## config.mk

```make
export PLATFORM = sky130hd
export DESIGN_NAME = fcb_spim_ctl
export DESIGN_NICKNAME = d
export VERILOG_FILES = /design/src/rtl/fcb_spim_ctl.sv
export SDC_FILE = /design/constraint.sdc
export NUM_CORES = 1
export LEC_CHECK = 0
export CORE_MARGIN = 2
export CORE_UTILIZATION = 54
export CTS_CLUSTER_DIAMETER = 150
export DETAILED_ROUTE_END_ITERATION = 10
export GPL_TIMING_DRIVEN = 0
export PLACE_DENSITY_LB_ADDON = 0.05
export SYNTH_ARGS = -nofsm -noshare
export SYNTH_HDL_FRONTEND = slang
export SYNTH_SLANG_ARGS = --single-unit
```

## constraint.sdc

```tcl
create_clock -name fcb_sys_clk -period 3.31 [get_ports fcb_sys_clk]
set_clock_uncertainty 0.1 [all_clocks]
set_input_delay 0.662 -clock fcb_sys_clk [delete_from_list [all_inputs] [get_ports fcb_sys_clk]]
set_output_delay 0.662 -clock fcb_sys_clk [all_outputs]
set_load 0.02 [all_outputs]
```

## src/rtl/fcb_spim_ctl.sv

```systemverilog
`timescale 1ns/1ps
// SPI master (mode 0) issuing 16-bit register frames {wr, addr[6:0], data[7:0]}, MSB first.
// Pin outputs decode from registered state so an asynchronous reset clears them without a clock edge.
module fcb_spim_ctl #(
   parameter int CLK_DIV = 2,
   parameter int CS_GAP  = 2
) (
   input  logic       fcb_sys_clk,
   input  logic       fcb_sys_rst,
   input  logic       fmic_spi_master_en,
   input  logic       req_valid,
   output logic       req_ready,
   input  logic       req_wr,
   input  logic [6:0] req_addr,
   input  logic [7:0] req_wdata,
   output logic       rsp_valid,
   output logic [7:0] rsp_rdata,
   output logic       fcb_spim_sck,
   output logic       fcb_spim_mosi,
   output logic       fcb_spim_cs_n,
   input  logic       fcb_spim_miso,
   output logic       fcb_spim_busy
);

   typedef enum logic [2:0] {
      ST_IDLE,
      ST_SETUP,
      ST_SCK_HI,
      ST_SCK_LO,
      ST_GAP
   } state_t;

   localparam logic [7:0] DIV_LAST = 8'(CLK_DIV - 1);
   localparam logic [7:0] GAP_LAST = 8'(CS_GAP - 1);

   state_t      r_state;
   state_t      w_next;
   logic [7:0]  r_div_cnt;
   logic [4:0]  r_bit_cnt;
   logic [15:0] r_shift;
   logic [7:0]  r_rx;
   logic        r_is_rd;
   logic [7:0]  r_rdata;
   logic        r_rsp_vld;
   logic        w_accept;
   logic        w_active;
   logic        w_abort;
   logic        w_div_done;
   logic        w_rsp_set;

   assign w_active   = (r_state == ST_SETUP) || (r_state == ST_SCK_HI) || (r_state == ST_SCK_LO);
   assign w_abort    = w_active & ~fmic_spi_master_en;
   assign w_div_done = (r_div_cnt == DIV_LAST);
   assign w_accept   = req_valid & req_ready;

   always_comb begin
      w_next    = r_state;
      w_rsp_set = 1'b0;
      case (r_state)
         ST_IDLE:   if (w_accept) w_next = ST_SETUP;
         ST_SETUP: begin
            if (w_abort)         w_next = ST_GAP;
            else if (w_div_done) w_next = ST_SCK_HI;
         end
         ST_SCK_HI: begin
            if (w_abort)         w_next = ST_GAP;
            else if (w_div_done) w_next = ST_SCK_LO;
         end
         ST_SCK_LO: begin
            // An abort on the final low phase still suppresses the response.
            if (w_abort) begin
               w_next = ST_GAP;
            end else if (w_div_done) begin
               if (r_bit_cnt == 5'd16) begin
                  w_next    = ST_GAP;
                  w_rsp_set = r_is_rd;
               end else begin
                  w_next = ST_SCK_HI;
               end
            end
         end
         ST_GAP:    if (r_div_cnt == GAP_LAST) w_next = ST_IDLE;
         default:   w_next = ST_IDLE;
      endcase
   end

   always_ff @(posedge fcb_sys_clk or posedge fcb_sys_rst) begin
      if (fcb_sys_rst) r_state <= ST_IDLE;
      else             r_state <= w_next;
   end

   always_ff @(posedge fcb_sys_clk or posedge fcb_sys_rst) begin
      if (fcb_sys_rst) begin
         r_div_cnt <= 8'd0;
         r_bit_cnt <= 5'd0;
         r_shift   <= 16'd0;
         r_rx      <= 8'd0;
         r_is_rd   <= 1'b0;
         r_rdata   <= 8'd0;
         r_rsp_vld <= 1'b0;
      end else begin
         r_rsp_vld <= w_rsp_set;
         if (w_rsp_set) r_rdata <= r_rx;

         if ((w_next != r_state) || (r_state == ST_IDLE)) r_div_cnt <= 8'd0;
         else                                             r_div_cnt <= r_div_cnt + 8'd1;

         case (r_state)
            ST_IDLE: begin
               if (w_accept) begin
                  r_shift   <= {req_wr, req_addr, (req_wr ? req_wdata : 8'h00)};
                  r_is_rd   <= ~req_wr;
                  r_bit_cnt <= 5'd0;
               end
            end
            ST_SCK_HI: begin
               // The last eight samples of a frame are the read data.
               if (r_div_cnt == 8'd0) r_rx <= {r_rx[6:0], fcb_spim_miso};
               if (w_next == ST_SCK_LO) begin
                  r_shift   <= {r_shift[14:0], 1'b0};
                  r_bit_cnt <= r_bit_cnt + 5'd1;
               end
            end
            default: ;
         endcase
      end
   end

   assign req_ready     = (r_state == ST_IDLE) & fmic_spi_master_en & ~fcb_sys_rst;
   assign fcb_spim_sck  = (r_state == ST_SCK_HI);
   assign fcb_spim_cs_n = ~w_active;
   assign fcb_spim_mosi = w_active & r_shift[15];
   assign fcb_spim_busy = (r_state != ST_IDLE);
   assign rsp_valid     = r_rsp_vld;
   assign rsp_rdata     = r_rdata;

endmodule

```

==> results.json, run 1 <==
{
  "wl_per_cell_um": 14.8,
  "worstMarginPinSlew_ps": 413,
  "fillCellCount": 344,
  "htree_levels": 2,
  "netlist_top_cells_area": "dfrtp_1, mux2_2, mux2_4",
  "drv_cap": 0,
  "cp-start-kind": "input port",
  "n_antenna_cell": 0,
  "ant_nets": 0,
  "final-seq-area_um2": 1250,
  "startpoint": "fcb_sys_rst",
  "dieWidth_um": 70.9,
  "final_cell_mix": "dfrtp_1, clkdlybuf4s50_1, mux2_2, nand2_1, nor2_1",
  "io_buffers": 33,
  "critPathMaxStageDelay_ps": 600,
  "ys_types": 38,
  "drtIter0Drc": 99,
  "avgSynthCellArea_um2": 12.0,
  "r2r-start": "r_div_cnt[3]",
  "hp-start": "r_bit_cnt[4]",
  "clock_path_buffers": 2,
  "final_max_slew_viol_count": 0,
  "wl_um": 4390,
  "cp_slowest_cell": "clkdlybuf4s50_1",
  "final_common_cell": "dfrtp_1",
  "leakagePower_nw": 1.32,
  "area_delta_synth_final_pct": 21.1,
  "cp_cell_sequence": "clkdlybuf4s50_1, inv_2, buf_12, and3_1, clkdlybuf4s50_1",
  "grt_use_total": 0.187,
  "powerDensity_nw_per_um2": 523,
  "hpwl_um": 3220,
  "grt_max_degree": 42,
  "min_to": "r_bit_cnt[4]",
  "postSynthCellCount": 202,
  "hold_violations": 0,
  "cts_tree": "done",
  "fmax_ghz": 0.318,
  "vdd_ir_drop_max_v": 0.000294,
  "cts_resized": 0,
  "ys_seq_area_frac": 0.518,
  "nets": 269,
  "yosys_warnings": 0,
  "cp.required_ps": 2550,
  "synth_area_um2": 2420,
  "grt_pass1_wl_um": 7470,
  "cts_hold_buf": 0,
  "cts_made_buffers": 5,
  "r2r_cells": 5,
  "synth_seq_cells": 50,
  "route.detailed.drc": 0,
  "synthArstFlopShare": 1.00,
  "overflow": 0,
  "synth_nets": 228,
  "antenna_found_initial": 0,
  "r2r_slack_ps": 1110,
  "die_y_um": 70.9,
  "cp_common_cell": "clkdlybuf4s50_1",
  "design.die.area_um2": 5030,
  "fin_crit_sh": 0.950,
  "synthFlopType": "dfrtp_1",
  "outcome": "finished clean",
  "utilization": 0.677,
  "crit_fanout": 41,
  "synth-edff-count": 0,
  "insertion_delay_ps": 300,
  "slew_headroom": 0.725,
  "io_pins": 35,
  "yosysTopAreaCellShare": 0.518,
  "dr.pass1.iters": 4,
  "critPathKind": "input port to output pin",
  "final_cell_area_um2": 2930,
  "multi_input_area_um2": 1070,
  "hold_class": "flip-flop to flip-flop",
  "clock-sinks": 50,
  "vias": 1606,
  "gp_congestion": 0.766,
  "viasPerCell": 5.43,
  "arrival_ps": 2380,
  "synth_top_area_cell": "dfrtp_1",
  "critPathCaptureType": "output pin",
  "setup_violations": 0,
  "core_area_um2": 4320,
  "start_util": 0.559,
  "r2r-end": "r_shift[9]",
  "whs_path_depth": 1,
  "grt_pass1_vias": 1677,
  "cts_setup_buffers": 0,
  "period_needed_ps": 3150,
  "root_buffer": "clkbuf_8",
  "drive_above_1_share": 0.262,
  "rsz0062_at_grt": "no",
  "clk_pin_slew_ps": 80,
  "dpl_cell_area_um2": 2830,
  "rows": 24
}
-- area by class of cell --
| type | instances | share of cell area |
|---|---|---|
| Sequential cell | 50 | 0.427 |
| Multi-Input combinational cell | 135 | 0.365 |
| Timing Repair Buffer | 34 | 0.120 |
| Clock buffer | 6 | 0.0282 |
| Buffer | 8 | 0.0222 |
| Tap cell | 52 | 0.0222 |
| Inverter | 9 | 0.0115 |
| Clock inverter | 2 | 0.00427 |
-- cell usage after synthesis (all sizes together) (2+ instances only) --
cell type and n:
a21boi 2, a2bb2oi 2, and3 5, and4 2
buf 7, dfrtp 50, ha 5, inv 9
mux2 38, mux2i 2, nand2 21, nand3 8
nand4 3, nor2 15, nor3b 2, nor4bb 2
o21ai 10, o21ba 2, xor2 5
-- through the flow --
step	setup TNS [ps]	cells	setup slack (ps)	hold slack (ps)	power (W)
after floorplan	0	202	314	328	0.00106
after global placement	-14300	287	-859	346	0.00115
after detailed placement	0	288	140	359	0.00119
after CTS	0	296	139	371	0.00155
after global routing	0	296	23.0	398	0.00163
final	0	296	165	368	0.00153
-- worst max-delay path: cells and delay by family --
family / cells / cell delay (ps)
buf+inv: 4 / 1510
simple gates: 1 / 190
-- report_power, final --
part           internal [W]  switching, W  leakage (nW)
logic              0.000193      0.000153         0.602
clock network      0.000168      0.000192        0.0472
registers          0.000738     0.0000879         0.666
total               0.00110      0.000434          1.32
-- cell families after synthesis --
group	share of synthesized area
adders and majority gates	0.0259
and+or+nand+nor	0.136
DFF	0.518
AOI/OAI and AO/OA	0.0600
buffers and inverters	0.0409
muxes	0.198
xor gates and xnor gates	0.0217
-- registers in the layout (all words and copies together), names as in the netlist --
register,flops
rsp_valid,1
r_is_rd,1
r_shift,16
rsp_rdata,8
r_rx,8
r_bit_cnt,5
r_div_cnt,8
r_state,3
-- worst max path at each step --
| stage | cells past startpoint | to |
|---|---|---|
| 3_5_place_dp | 5 | req_ready |
| 6_report | 5 | req_ready |
| 2_1_floorplan | 5 | r_shift[10] |
| 3_3_place_gp | 4 | req_ready |
| 4_1_cts | 5 | req_ready |
| 5_1_grt | 5 | req_ready |
-- routing by layer --
layer	share of wire	vias to the layer above	global-route usage
met5	0	-	0
met4	0.0093	0	0.0545
met3	0.029	4	0.0342
met2	0.52	29	0.331
met1	0.44	791	0.235
li1	-	782	-
Power figures use the tool's default switching activity.
==> run 2: changes to the inputs <==
CTS_BUF_LIST = sky130_fd_sc_hd__clkbuf_8 sky130_fd_sc_hd__clkbuf_16   (was default)
GPL_ROUTABILITY_DRIVEN = 1   (was default)
clock period = 3.4 ns   (was 3.31 ns; I/O delays follow)
==> results of run 2 <==
The final DEF is identical to that of run 1. Status: finished clean.
Among the figures that moved: setup slack after placement 140 ps -> 194 ps; setup slack after layout 165 ps -> 219 ps; register-to-register setup slack 1110 ps -> 1200 ps; total power 0.00153 W -> 0.00149 W; worst IR drop on VDD 0.000294 V -> 0.000287 V
==> run 3: changes to the inputs <==
--- a/constraint.sdc
+++ b/constraint.sdc
@@ -3,3 +3,3 @@
 set_input_delay 0.68 -clock fcb_sys_clk [delete_from_list [all_inputs] [get_ports fcb_sys_clk]]
 set_output_delay 0.68 -clock fcb_sys_clk [all_outputs]
-set_load 0.02 [all_outputs]
+set_load 0.05 [all_outputs]
==> results.json, run 3 (synthesis gave the netlist of run 1 again) <==
{
  "period_needed_ps": 3130,
  "hpwl_um": 3220,
  "die_y_um": 70.9,
  "cts_tree": "done",
  "leakagePower_nw": 1.32,
  "pre_cts_ws_ps": -5.41,
  "final_max_slew_viol_count": 0,
  "outcome": "finished clean",
  "p_int_w": 0.00107,
  "r2r-start": "r_div_cnt[2]",
  "gp_congestion": 0.766,
  "grt_pass1_vias": 1677,
  "largest_reg_flops": 16,
  "clock-sinks": 50,
  "nets": 269,
  "grt_use_total": 0.187,
  "routed-wl-met3_um": 131,
  "vdd_ir_drop_max_v": 0.000287,
  "io_pins": 35,
  "crit_fanout": 10,
  "critPathCaptureType": "output pin",
  "ant_nets": 0,
  "cp.required_ps": 2620,
  "route.detailed.drc": 0,
  "met2RoutedLength_um": 2270,
  "hold_class": "flip-flop to flip-flop",
  "dieWidth_um": 70.9,
  "grt_pass1_wl_um": 7470,
  "insertion_delay_ps": 300,
  "fmax_ghz": 0.319,
  "cp-start-kind": "flip-flop",
  "wl_um": 4400,
  "setup_violations": 0,
  "switchingPower_w": 0.000451,
  "final_cell_mix": "dfrtp_1, clkdlybuf4s50_1, mux2_2, nand2_1, nor2_1",
  "drive_above_1_share": 0.262,
  "arrival_ps": 2350,
  "cts_resized": 1,
  "clock_path_buffers": 2,
  "switching_share": 0.297,
  "r2r-end": "r_shift[9]",
  "critPathKind": "flip-flop to output pin",
  "highest_layer": "met4",
  "min_to": "r_bit_cnt[4]",
  "clk_pin_slew_ps": 90,
  "wl_per_cell_um": 14.9,
  "p_seq_frac": 0.530,
  "final_common_cell": "dfrtp_1",
  "cts_hold_buf": 0,
  "r2r_cells": 5,
  "cts_setup_buffers": 0,
  "setup_tns_ps": 0,
  "whs_path_depth": 1,
  "root_buffer": "clkbuf_8",
  "hold_violations": 0,
  "overflow": 0,
  "rows": 24,
  "n_antenna_cell": 0,
  "p_clk_frac": 0.231,
  "r2r_slack_ps": 1190,
  "top_register": "r_shift",
  "power.total_w": 0.00152,
  "htree_levels": 2,
  "core_area_um2": 4320,
  "area_delta_synth_final_pct": 21.1,
  "rsz0062_at_grt": "no",
  "worstMarginPinSlew_ps": 497,
  "cts_made_buffers": 5,
  "slew_headroom": 0.668,
  "vias": 1613,
  "start_util": 0.559,
  "design.die.area_um2": 5030,
  "antenna_found_initial": 0,
  "combPwrFrac": 0.239,
  "fillCellCount": 343,
  "drtIter0Drc": 99,
  "fin_crit_sh": 0.921,
  "fin_ws_ps": 268,
  "utilization": 0.677,
  "viasPerCell": 5.45,
  "powerDensity_nw_per_um2": 519,
  "final_cell_area_um2": 2930,
  "dr.pass1.iters": 4,
  "dpl_cell_area_um2": 2830,
  "grt_max_degree": 42,
  "hp-start": "r_bit_cnt[4]",
  "wl_met1_um": 1960,
  "io_buffers": 33,
  "drv_cap": 0
}
## run 3: cell types whose count changed in the layout (fill, tap and decap cells not counted), sizes merged
cell	before	now
clkdlybuf4s50	33	32
dlygate4sd2	0	1
## run 3: worst max-delay path by stage
stage	startpoint	end	slack, ps	cells past startpoint
2_1_floorplan	fcb_sys_rst	req_ready	240	2
3_3_place_gp	fcb_sys_rst	req_ready	-1000	4
3_5_place_dp	fcb_sys_rst	req_ready	-5	5
4_1_cts	r_state[0]	fcb_spim_sck	260	4
5_1_grt	r_state[1]	fcb_spim_sck	130	4
6_report	r_state[0]	fcb_spim_sck	270	4
## run 3: cell type report
| type | count | area (µm²) | area share |
|---|---|---|---|
| sequential | 50 | 1250 | 0.428 |
| multi-input combinational | 135 | 1070 | 0.365 |
| timing repair buffer | 34 | 349 | 0.119 |
| clock buffer | 6 | 82.6 | 0.0282 |
| buffer | 8 | 65.1 | 0.0222 |
| tap | 52 | 65.1 | 0.0222 |
| inverter | 9 | 33.8 | 0.0115 |
| clock inverter | 2 | 12.5 | 0.00428 |
## run 3: critical path, cell delays in order, from the launching register on
cell and delay, ps:
dfrtp_1 470, nor3b_1 210, buf_2 280, buf_2 260, clkdlybuf4s50_1 840
## run 3: layer usage
metal,track usage,up-vias
li1,-,782
met1,0.235,795
met2,0.331,32
met3,0.0342,4
met4,0.0545,0
met5,0,-
## run 3: through the flow
stage / hold slack, ps / std cells
after floorplan: 328 / 202
after global placement: 346 / 287
after detailed placement: 359 / 288
after CTS: 371 / 296
after global routing: 398 / 296
final: 368 / 296
## run 3: power by group through the flow
stage               Clock (W)  Combinational, W  Sequential, W
global placement            0          0.000349       0.000803
CTS                  0.000361          0.000369       0.000803
floorplan                   0          0.000278       0.000787
global route         0.000386          0.000401       0.000824
finish               0.000351          0.000364       0.000804
detailed placement          0          0.000368       0.000816
